## src/rtl/encoder_4x2_reg_if.sv

```systemverilog
// Request/result handshake bundle for encoder_4x2_reg.
// The multi flag exists only when ONEHOT_CHECK_EN is defined.
interface encoder_4x2_reg_if #(
    parameter int WIDTH_IN  = 4,
    parameter int WIDTH_OUT = 2,
    parameter int CNT_W     = 8
);
    logic [WIDTH_IN-1:0]  in;
    logic                 in_valid;
    logic                 in_ready;
    logic [WIDTH_OUT-1:0] out;
    logic                 out_valid;
    logic                 out_ready;
    logic                 zero;
    logic [CNT_W-1:0]     err_cnt;
`ifdef ONEHOT_CHECK_EN
    logic                 multi;

    modport master (
        output in, in_valid, out_ready,
        input  in_ready, out, out_valid, zero, err_cnt, multi
    );

    modport slave (
        input  in, in_valid, out_ready,
        output in_ready, out, out_valid, zero, err_cnt, multi
    );
`else
    modport master (
        output in, in_valid, out_ready,
        input  in_ready, out, out_valid, zero, err_cnt
    );

    modport slave (
        input  in, in_valid, out_ready,
        output in_ready, out, out_valid, zero, err_cnt
    );
`endif
endinterface

```

## src/rtl/encoder_4x2_reg.sv

```systemverilog
// Registered 4-to-2 priority encoder (MSB wins) with a one-entry valid/ready output stage,
// zero flag and saturating error counter. ONEHOT_CHECK_EN adds multi-hot detection (multi).
module encoder_4x2_reg #(
    parameter int WIDTH_IN  = 4,
    parameter int WIDTH_OUT = 2,
    parameter int CNT_W     = 8
) (
    input  logic             clk,
    input  logic             rst,
    encoder_4x2_reg_if.slave bus
);

    typedef enum logic {
        EMPTY = 1'b0,
        FULL  = 1'b1
    } state_e;

    state_e               state_q, state_d;
    logic [WIDTH_OUT-1:0] out_q, out_d;
    logic                 zero_q, zero_d;
    logic [CNT_W-1:0]     err_cnt_q, err_cnt_d;
    logic                 accept;
    logic                 err;
`ifdef ONEHOT_CHECK_EN
    logic                 multi_q, multi_d;
`endif

    assign accept = bus.in_valid && bus.in_ready;

    always_ff @(posedge clk or posedge rst) begin
        if (rst) begin
            state_q <= EMPTY;
        end else begin
            state_q <= state_d;
        end
    end

    always_comb begin
        state_d = state_q;
        case (state_q)
            EMPTY: if (accept) state_d = FULL;
            FULL:  if (bus.out_ready && !accept) state_d = EMPTY;
            default: state_d = EMPTY;
        endcase
    end

    // A full stage still accepts when the consumer drains it in the same cycle.
    always_comb begin
        bus.out_valid = (state_q == FULL);
        bus.in_ready  = !bus.out_valid || bus.out_ready;
        bus.out       = out_q;
        bus.zero      = zero_q;
        bus.err_cnt   = err_cnt_q;
`ifdef ONEHOT_CHECK_EN
        bus.multi     = multi_q;
`endif
    end

    always_comb begin
        out_d  = WIDTH_OUT'(0);
        zero_d = 1'b0;
        if (bus.in[3])      out_d = WIDTH_OUT'(3);
        else if (bus.in[2]) out_d = WIDTH_OUT'(2);
        else if (bus.in[1]) out_d = WIDTH_OUT'(1);
        else if (bus.in[0]) out_d = WIDTH_OUT'(0);
        else                zero_d = 1'b1;
    end

`ifdef ONEHOT_CHECK_EN
    // Clearing the lowest set bit leaves something only when two or more bits were set.
    always_comb begin
        multi_d = (bus.in & (bus.in - 1'b1)) != '0;
        err     = zero_d || multi_d;
    end
`else
    always_comb begin
        err = zero_d;
    end
`endif

    always_comb begin
        err_cnt_d = err_cnt_q;
        if (accept && err && (err_cnt_q != {CNT_W{1'b1}})) begin
            err_cnt_d = err_cnt_q + CNT_W'(1);
        end
    end

    always_ff @(posedge clk or posedge rst) begin
        if (rst) begin
            out_q     <= '0;
            zero_q    <= 1'b0;
            err_cnt_q <= '0;
`ifdef ONEHOT_CHECK_EN
            multi_q   <= 1'b0;
`endif
        end else begin
            err_cnt_q <= err_cnt_d;
            if (accept) begin
                out_q  <= out_d;
                zero_q <= zero_d;
`ifdef ONEHOT_CHECK_EN
                multi_q <= multi_d;
`endif
            end
        end
    end

endmodule

```

## src/flat_wrapper.sv

```systemverilog
// flat-port wrapper written by rule: the top's interface ports become plain ports
module encoder_4x2_reg_flat 
#(
    parameter int WIDTH_IN  = 4,
    parameter int WIDTH_OUT = 2,
    parameter int CNT_W     = 8
)
  (clk, rst, bus_in, bus_in_valid, bus_out_ready, bus_in_ready, bus_out, bus_out_valid, bus_zero, bus_err_cnt);
  encoder_4x2_reg_if #(.WIDTH_IN(WIDTH_IN), .WIDTH_OUT(WIDTH_OUT), .CNT_W(CNT_W)) bus_i ();
  input  logic clk;
  input  logic rst;
  input wire logic [$bits(bus_i.in)-1:0] bus_in;
  input wire logic [$bits(bus_i.in_valid)-1:0] bus_in_valid;
  input wire logic [$bits(bus_i.out_ready)-1:0] bus_out_ready;
  output wire logic [$bits(bus_i.in_ready)-1:0] bus_in_ready;
  output wire logic [$bits(bus_i.out)-1:0] bus_out;
  output wire logic [$bits(bus_i.out_valid)-1:0] bus_out_valid;
  output wire logic [$bits(bus_i.zero)-1:0] bus_zero;
  output wire logic [$bits(bus_i.err_cnt)-1:0] bus_err_cnt;
  assign bus_i.in = bus_in;
  assign bus_i.in_valid = bus_in_valid;
  assign bus_i.out_ready = bus_out_ready;
  assign bus_in_ready = bus_i.in_ready;
  assign bus_out = bus_i.out;
  assign bus_out_valid = bus_i.out_valid;
  assign bus_zero = bus_i.zero;
  assign bus_err_cnt = bus_i.err_cnt;
  encoder_4x2_reg #(.WIDTH_IN(WIDTH_IN), .WIDTH_OUT(WIDTH_OUT), .CNT_W(CNT_W)) u_core (.clk(clk), .rst(rst), .bus(bus_i));
endmodule
```

## config.mk

```make
export PLATFORM = sky130hd
export DESIGN_NAME = encoder_4x2_reg_flat
export DESIGN_NICKNAME = d
export VERILOG_FILES = /design/src/rtl/encoder_4x2_reg_if.sv /design/src/rtl/encoder_4x2_reg.sv /design/src/flat_wrapper.sv
export SDC_FILE = /design/constraint.sdc
export NUM_CORES = 1
export LEC_CHECK = 0
export ABC_AREA = 1
export ABC_CLOCK_PERIOD_IN_PS = 1400
export CORE_MARGIN = 2
export CORE_UTILIZATION = 45
export CTS_CLUSTER_SIZE = 28
export DETAILED_ROUTE_END_ITERATION = 6
export GPL_TIMING_DRIVEN = 0
export PLACE_DENSITY = 0.82
export SKIP_LAST_GASP = 1
export SLEW_MARGIN = 15
export SYNTH_ARGS = -nofsm -noshare
export SYNTH_HDL_FRONTEND = slang
export SYNTH_SLANG_ARGS = --single-unit
export TNS_END_PERCENT = 30
```

## constraint.sdc

```tcl
create_clock -name clk -period 1.4 [get_ports clk]
set_input_delay 0.42 -clock clk [delete_from_list [all_inputs] [get_ports clk]]
set_output_delay 0.42 -clock clk [all_outputs]
set_load 0.01 [all_outputs]
```

# After elaboration in Yosys (flattened, before gate mapping)
# Index checks and enable logic that the tools add are counted.
# classes
addsub	1
n_eq_ne	1
muxes	10
bitwise	1
reduce_logical	7
# ops
operator	n
$add A8 B1 Y8 const B	1
$ne A8 B8 Y1 const B	1
$mux W1	7
$logic_and A1 B1 Y1	4
$mux W2	2
$logic_not A1 Y1	2
$pmux W1 S2	1
$logic_or A1 B1 Y1	1
$not A1 Y1	1
# word_totals
regBits	12
input_bits	8
output_inout_bits	13
elab_cells	24

# Longest topological paths before layout
# Gate-level depths: netlist (run 1).
# depth
word_depth	7
depth_mapped	8
depth_no_buf	8

# Least setup slack after synthesis (run 1)
# OpenSTA, ideal clock, no wires.
# synth_path
kind	flip-flop to flip-flop
startpoint	register u_core.err_cnt_q[0] (netlist: u_core.bus.err_cnt[0])
endpoint	register u_core.err_cnt_q[7] (netlist: u_core.bus.err_cnt[7])
setup_time_ps	65
arrival_ps	1158
required_time_ps	1335
path_slack_ps	177
path_stages_with_launch	9
n_path_buf	0
period_less_slack_ps	1223
path_cell_list	dfrtp_1 ha_1 nand2_1 inv_2 nand2_1 nor2_1 nor2_1 nand2_1 nand2_1
# synth_via
elab_chain_len	2
word_cells_on_any_way	3
classes_between	1 x add/sub; 1 x eq/ne; 1 x reduce/logical
# synth_rtl
item	line_no	text
start, declared	encoder_4x2_reg.sv:21	logic [CNT_W-1:0] err_cnt_q, err_cnt_d;
start signal, assigned	encoder_4x2_reg.sv:97	err_cnt_q <= err_cnt_d;
branches (longest 2 deep; another with $add A8 B1 Y8)	--	
# Parallel ways; which one is timed is not known.
# A chain may end at the register's enable or synchronous reset.

# Final worst setup path (run 1)
# layout_path
startpoint	register u_core.state_q (netlist: u_core.bus.out_valid)
endpoint	output bus_out_valid
# layout_lines
item	line_no	text
start, declared	encoder_4x2_reg.sv:18	state_e state_q, state_d;
start signal, assigned	encoder_4x2_reg.sv:34	state_q <= state_d;
end, declared	flat_wrapper.sv:17	output wire logic [$bits(bus_i.out_valid)-1:0] bus_out_valid;
# No word-level cell between the ends.

==> metrics.txt, run 1 <==
peak supply drop 0.0006421 V; status finished with violations; WP data required about 0.98 ns; H-tree level count 1; synthesized area 698.2 um^2; Max-cap violations 0; largest net degree at the start of global routing 13; Max Clock Freq roughly 0.63 GHz; worst endpoint data arrival time 1.17 ns; Slew Limit Fails 0; post-route ant nets 0; Crit path buffers/inverters 1; die span in x 43.39 um; CP max stage cell clkdlybuf4s50_1; DP Wirelength 1130 um; Seq cells post-synth 12; Initial Utilization 47.45%; CTS tree built; critical setup path kind reg2out; total power 0.8965 mW; total grt overflow 0; Cells after Synth 97; area grow syn2layout 45.88%; Final Wtd Congestion 0.7833; worst skew pair latency 0.28 ns; Clock Root Buffer clkbuf_4; n_diodes 0; setup slack after layout -0.1880 ns; Max stage delay on crit path approximately 0.54 ns; total number of yosys warnings 0; Longest Clk Path Bufs 2; PortBufs 20; setup TNS after final layout -0.7358 ns; Setup crit end kind output pin; Die H 43.39 um; core area approximately 1500 um^2; commonest non-fill, non-tap cells in the layout nand2_1 (43), inv_1 (12), clkdlybuf4s50_1 (10), dfrtp_1 (9); Die ar. approximately 1900 um^2; Layout Nets 139; count of cell types in the netlist 15; final hold vios 0; DR pass1 iterations 5; gr usage total 18.21%; Clock transition at path regs 0.08 ns; drt total wl 1550 um; IO Count 21; Synthesized Nets 106; violated checks setup timing; Filler Cell Count 135; count of final setup violators 6; clock skew 0.003668 ns; critical-path cell list clkdlybuf4s50_1; Critical Path Fanout Max 2; drt drc 0; initial antenna violation count 0; first-pass GRT wire length 2594 um; Tmin final between 1.5 and 2 ns; vias in the first global route between 600 and 700; Vias between 700 and 800; cell area power density 880.2 nW/um^2; std cell rows 14; DRT iter0 DRCs 12; CTS buffer count 3; Max transition margin 68.76%; worst-margin pin slew roughly 0.47 ns; Syn Area/Cell 7.198 um^2; share of layout cells above drive strength 1 17.83%; CP top delay family buffers and inverters; period utilisation layout 113.4%; Worst Hold Class in2async; sequential share of the synthesized area between 40% and 50%; RSZ-0062 raised after global routing yes; routed len/inst 10.69 um; clk sinks 12; vias per cell 4.938; CP Launch Type flip-flop; commonest non-fill, non-tap cell in the layout nand2_1; Lkg Pwr 0.6071 nW
## metal layers
layer	track usage (%)	up-vias	wire [um]
li1	-	362	-
met5	0	-	0
met3	2.500	4	67
met1	23.59	330	664
met2	31.64	20	793
met4	5.455	0	25
## through the flow
step	instance area, um^2	utilization [%]	hold slack, ns	setup WS [ns]	instances
6_report	1018	69.22	0.4430	-0.1880	145
5_1_grt	1018	69.22	0.4887	-0.2299	145
4_1_cts	1008	68.54	0.4699	-0.1934	145
3_5_place_dp	918.4	62.42	0.4766	-0.5741	133
3_3_place_gp	918.4	62.42	0.4679	-0.5662	133
2_1_floorplan	698.2	-	0.2847	0.1770	97
## logic make-up (layout without fill, tap and decap cells)
| group | Yosys count | count (layout) | synth area share (%) |
|---|---|---|---|
| flip-flops | 12 | 12 | 43.01 |
| XOR/XNOR | 1 | 1 | 1.255 |
| adder cells (fa/ha/maj) | 1 | 1 | 1.792 |
| AND/OR/NAND/NOR | 65 | 65 | 43.37 |
| AO/OA/AOI/OAI | 5 | 5 | 3.584 |
| buffers and inverters | 13 | 45 | 6.988 |
## repair_timing
item / CTS / global route
endpoints found under the setup margin: 17 / 17
hold buffers: 0 / 0
endpoints found under the hold margin: 0 / 0
buffers inserted: 8 / 0
resized for setup: 13 / 4
## area by class of cell
class                      instances  area (um^2)  area share [%]
multi-input combinational         72        349.1           34.28
inverter                          13        48.80           4.791
timing repair buffer              28        260.3           25.55
clock buffer                       4        36.28           3.563
sequential                        12        304.0           29.85
tap                               16        20.02           1.966
## report_power, final
part           switching, mW  internal [mW]
registers             0.0188          0.377
logic                  0.105          0.111
clock network          0.126          0.158
## synth_stat cells
cell,number,share of area (%)
nand3_1,8,5.7
inv_2,1,0.54
nand3_4,1,2.5
ha_1,1,1.8
xor2_1,1,1.3
o21ai_0,4,2.9
nor2_4,2,3.2
nand2_1,43,23
inv_1,12,6.5
nand2_4,1,1.6
nand2_2,2,1.8
nand3b_1,2,2.1
a21oi_1,1,0.72
nor2_1,6,3.2
dfrtp_1,12,43
## final timing paths
| path | start | end | slack [ns] | depth (start not counted) |
|---|---|---|---|---|
| worst max-delay path | u_core.bus.out_valid | bus_out_valid | -0.19 | 1 |
| worst min-delay path | rst | u_core.bus.zero | 0.44 | 2 |
| worst max register to register | u_core.bus.err_cnt[0] | u_core.bus.err_cnt[5] | -0.03 | 9 |
| worst min register to register | u_core.bus.zero | u_core.bus.zero | 0.49 | 2 |
| max in group asynchronous | rst | u_core.bus.err_cnt[2] | 0.61 | 2 |
| min in group clk | u_core.bus.zero | u_core.bus.zero | 0.49 | 2 |
## sequential cells by signal, summed over array words and instances, names as in the netlist
signal                count
u_core.bus.err_cnt        8
u_core.bus.out            2
u_core.bus.out_valid      1
u_core.bus.zero           1
Power figures use the tool's default switching activity.
==> run 2, diff against run 1 <==
--- a/config.mk
+++ b/config.mk
@@ -11,6 +11,7 @@
 export CORE_UTILIZATION = 45
 export CTS_CLUSTER_SIZE = 28
 export DETAILED_ROUTE_END_ITERATION = 6
+export GPL_ROUTABILITY_DRIVEN = 0
 export GPL_TIMING_DRIVEN = 0
 export PLACE_DENSITY = 0.82
 export SKIP_LAST_GASP = 1
==> results of run 2 <==
No change in the layout: final DEF, timing and power equal those of run 1.
